<file path="src/rtl/piso_read_ctrl.sv">
// Read sequencer for a 74x165-style parallel-in/serial-out shift register chain.
// Loads the chain, clocks WIDTH bits out on QH and presents them as one word over VALID/READY.
module piso_read_ctrl #(
  parameter int WIDTH = 8,
  parameter int DIV   = 4
) (
  input  logic             CLK,
  input  logic             RST,
  input  logic             START,
  output logic             BUSY,
  output logic             SH_LD,
  output logic             CLK_INH,
  output logic             SCLK,
  input  logic             QH,
  output logic [WIDTH-1:0] DATA,
  output logic             VALID,
  input  logic             READY
);

  localparam int PW = (DIV > 1) ? $clog2(DIV) : 1;
  localparam int BW = $clog2(WIDTH + 1);
  localparam logic [PW-1:0] PH_LAST  = PW'(DIV - 1);
  localparam logic [BW-1:0] BIT_LAST = BW'(WIDTH - 1);

  typedef enum logic [2:0] {
    S_IDLE, S_LOAD, S_SETTLE, S_HIGH, S_LOW, S_DONE
  } state_t;

  state_t          r_state;
  state_t          w_next;
  logic [PW-1:0]   r_phase;
  logic [BW-1:0]   r_bits;
  logic            w_ph_last;
  logic            w_sample;

  assign w_ph_last = (r_phase == PH_LAST);

  always_comb begin
    w_next   = r_state;
    w_sample = 1'b0;
    case (r_state)
      S_IDLE:   if (START) w_next = S_LOAD;
      S_LOAD:   if (w_ph_last) w_next = S_SETTLE;
      S_SETTLE: begin
        if (w_ph_last) begin
          w_sample = 1'b1;
          w_next   = S_HIGH;
        end
      end
      S_HIGH:   if (w_ph_last) w_next = S_LOW;
      S_LOW: begin
        if (w_ph_last) begin
          w_sample = 1'b1;
          // The sample taken now is the last one when WIDTH-1 were already collected.
          w_next   = (r_bits == BIT_LAST) ? S_DONE : S_HIGH;
        end
      end
      S_DONE:   if (READY) w_next = S_IDLE;
      default:  w_next = S_IDLE;
    endcase
  end

  always_ff @(posedge CLK or posedge RST) begin
    if (RST) begin
      r_state <= S_IDLE;
      r_phase <= '0;
      r_bits  <= '0;
      DATA    <= '0;
    end else begin
      r_state <= w_next;
      if (r_state == S_IDLE || r_state == S_DONE || w_ph_last)
        r_phase <= '0;
      else
        r_phase <= r_phase + PW'(1);
      if (r_state == S_IDLE)
        r_bits <= '0;
      else if (w_sample)
        r_bits <= r_bits + BW'(1);
      if (w_sample)
        DATA <= {DATA[WIDTH-2:0], QH};
    end
  end

  // Outputs are registered from the next state so they line up with r_state.
  always_ff @(posedge CLK or posedge RST) begin
    if (RST) begin
      SH_LD   <= 1'b1;
      CLK_INH <= 1'b1;
      SCLK    <= 1'b0;
      VALID   <= 1'b0;
      BUSY    <= 1'b0;
    end else begin
      SH_LD   <= (w_next != S_LOAD);
      CLK_INH <= !(w_next == S_SETTLE || w_next == S_HIGH || w_next == S_LOW);
      SCLK    <= (w_next == S_HIGH);
      VALID   <= (w_next == S_DONE);
      BUSY    <= (w_next != S_IDLE);
    end
  end

endmodule

</file>
<file path="config.mk">
export PLATFORM = sky130hd
export DESIGN_NAME = piso_read_ctrl
export DESIGN_NICKNAME = d
export VERILOG_FILES = /design/src/rtl/piso_read_ctrl.sv
export SDC_FILE = /design/constraint.sdc
export NUM_CORES = 1
export LEC_CHECK = 0
export ABC_AREA = 1
export CAP_MARGIN = 5
export CORE_ASPECT_RATIO = 1.4
export CORE_MARGIN = 2
export CORE_UTILIZATION = 55
export DETAILED_ROUTE_END_ITERATION = 7
export DONT_BUFFER_PORTS = 1
export PLACE_DENSITY = 0.76
export SLEW_MARGIN = 20
export SYNTH_ARGS = -nofsm -noshare
export SYNTH_HDL_FRONTEND = slang
export SYNTH_SLANG_ARGS = --single-unit
</file>
<file path="constraint.sdc">
create_clock -name CLK -period 1.75 [get_ports CLK]
set_input_delay 0.175 -clock CLK [delete_from_list [all_inputs] [get_ports CLK]]
set_output_delay 0.175 -clock CLK [all_outputs]
set_load 0.005 [all_outputs]
</file>
==> results.sh <==
export IMPL_cts_made_buffers=3
export IMPL_grt_max_degree=23
export IMPL_gp_congestion=0.726
export IMPL_seqPwrFrac=0.507
export IMPL_antenna_found_initial=0
export IMPL_maxCapViolations=0
export IMPL_ys_seq_area_frac=0.533
export IMPL_initial_utilization=0.583
export IMPL_finalSetupTns_ns=0
export IMPL_post_cts_setup_buffers=0
export IMPL_diodes=0
export IMPL_die_w_um=40.7
export IMPL_fmax_mhz=689
export IMPL_rows=18
export IMPL_overflow=0
export IMPL_die_h_um=55.4
export IMPL_core_um2=1780
export IMPL_combPwrFrac=0.340
export IMPL_cts_htree_levels=1
export IMPL_critical_path_class="reg2reg"
export IMPL_syn_inst=113
export IMPL_slew_violations=0
export IMPL_first_iter_violations=12
export IMPL_ant_nets=0
export IMPL_ys_seq_elements=22
export IMPL_drt_wirelength_per_cell_um=13.8
export IMPL_synth_area_per_cell_um2=9.18
export IMPL_syn_to_final_growth_pct=4.22
export IMPL_drc=0
export IMPL_dp_hpwl_mm=1.33
export IMPL_synth_cell_types=22
export IMPL_wirelength_mm=1.87
export IMPL_slowest_delay_ns=0.39
export IMPL_swShare=0.402
export IMPL_fill_cells=145
export IMPL_grt_pass1_wl_mm=3.15
export IMPL_start_kind="flip-flop"
export IMPL_worstSetupEndpointType="flip-flop"
export IMPL_crit_path_start="r_phase[0]"
export IMPL_crit_path_end="CLK_INH"
export IMPL_ios=18
export IMPL_crit_required_ns=2.00
export IMPL_ir_drop_mv=0.852
export IMPL_fin_crit_ns=1.45
export IMPL_clkTransAtPathRegs_ns=0.12
export IMPL_cp_slowest_cell="dfrtp_1"
export IMPL_worstReg2RegEnd="CLK_INH"
export IMPL_dr_pass1_iters=4
export IMPL_powerDensity_nw_per_um2=1450
export IMPL_viasPerCell=5.34
export IMPL_reg2reg_from="r_phase[0]"
export IMPL_arrival_ns=1.70
export IMPL_status="finished, final reports clean"
export IMPL_r2r_cells=5
export IMPL_p_sw_mw=0.629
export IMPL_clock_power_share=0.153
export IMPL_synth_nets=121
export IMPL_leakage_nw=0.533
export IMPL_vias=726
export IMPL_internal_power_mw=0.938
export IMPL_synth_warnings=0
export IMPL_worstSkewPairLatency_ns=0.31
export IMPL_final_nets=125
export IMPL_worstPathMaxFanout=13
export IMPL_worstPathCellList="ha_1 > inv_1 > nor2_4 > nor2_2 > a21oi_1"
export IMPL_ys_top_cells_by_area="dfrtp_1 (48%), nand3_1 (7.7%), nand2_1 (7.6%)"
export IMPL_finalClockSkew_ns=0.00307
export IMPL_cts_path_max_buffers=2
export IMPL_finalSetupViolCount=0
export IMPL_hold_viol=0
export IMPL_synth_top_area_share=0.483
export IMPL_hp_class="in2reg"
export IMPL_clock_sinks=22
export IMPL_cts_root_buf="clkbuf_4"
export IMPL_final_common_cell="nand2_1"
export IMPL_cts_resized=0
export IMPL_drive_gt1_frac=0.172
export IMPL_tightest_slew_ns=0.815
export IMPL_post_route_period_util=0.830
export IMPL_final_cell_mix="nand2_1 (21), dfrtp_1 (20), nand3_1 (16)"
export IMPL_hold_slack_ns=0.0700
export IMPL_grtUsageTotal=0.199
export IMPL_tritoncts="built"
export IMPL_slew_headroom=0.456
export IMPL_die_area_um2=2250
export IMPL_rsz0062_at_grt="no"
export IMPL_yosys_area_top_type="dfrtp_1"
export IMPL_grt_pass1_vias=776
export IMPL_synth_area_um2=1040
export IMPL_final_core_util=0.608
export IMPL_r2r_setup_slack_ns=0.30
export IMPL_port_buffers=0
-- routing by layer --
layer | wire, um | global-route usage | vias to the layer above
li1 | - | - | 367
met1 | 820 | 0.235 | 341
met2 | 956 | 0.327 | 14
met3 | 58 | 0.0281 | 4
met4 | 38 | 0.100 | 0
met5 | 0 | 0 | -
-- worst min-delay path by stage --
stage	startpoint	endpoint	cells after the start
after floorplan	RST	BUSY	1
after global placement	RST	DATA[3]	1
after detailed placement	RST	DATA[5]	1
after CTS	START	SH_LD	2
after global routing	START	SH_LD	2
final	START	SH_LD	2
-- cells in the mapped netlist, drive strengths merged --
cell and instances:
dfstp 2, buf 3, nand2 26, xor2 2, o21ai 8, inv 15
dfrtp 20, o31a 1, ha 3, nand4 3, nand3 17, a21oi 2
or2 1, nor2 10
-- final cells by class --
type / count / area (um^2) / share of cell area
Multi-Input combinational cell: 73 / 398 / 0.368
Timing Repair Buffer: 2 / 20.0 / 0.0185
Clock buffer: 4 / 26.3 / 0.0243
Inverter: 15 / 58.8 / 0.0544
Sequential cell: 22 / 553 / 0.512
Tap cell: 20 / 25.0 / 0.0231
-- stage by stage --
step                setup WS [ns]  area (um^2)  power [mW]  cells
global route                0.161         1080        1.69    136
finish                      0.298         1080        1.57    136
detailed placement          0.321         1030        1.33    130
floorplan                   0.509         1040        1.24    113
CTS                         0.288         1080        1.57    136
global placement            0.326         1030        1.31    130
-- power groups by stage --
stage          combinational, mW  sequential (mW)  clock [mW]
2_1_floorplan              0.485            0.756           0
3_3_place_gp               0.505            0.801           0
3_5_place_dp               0.527            0.805           0
4_1_cts                    0.534            0.796       0.245
5_1_grt                    0.611            0.814       0.263
6_report                   0.533            0.794       0.240
-- worst max-delay path: cells and delay by family, from the launching register on --
| family | cells | cell delay (ns) |
|---|---|---|
| flip-flops | 1 | 0.39 |
| buffers and inverters | 1 | 0.14 |
| AO/OA/AOI/OAI | 1 | 0.14 |
| AND/OR/NAND/NOR | 2 | 0.47 |
| adder cells (fa/ha/maj) | 1 | 0.25 |
-- flip-flops by register name, indices dropped and copies added, names as in the netlist --
| signal | cells |
|---|---|
| DATA | 8 |
| r_bits | 4 |
| r_state | 3 |
| r_phase | 2 |
| BUSY | 1 |
| CLK_INH | 1 |
| SCLK | 1 |
| SH_LD | 1 |
| VALID | 1 |
-- cell families after synthesis --
family | share of synthesized area
compound gates | 0.0676
xor+xnor | 0.0169
fa+ha+maj | 0.0362
buf+inv | 0.0832
flops | 0.533
simple gates | 0.263
-- repair_timing --
action	4_1_cts	5_1_grt
endpoints found under the setup margin	0	0
hold endpoints to repair	21	0
hold buffers	2	0
Note: power is estimated with default switching activity, not from simulation.
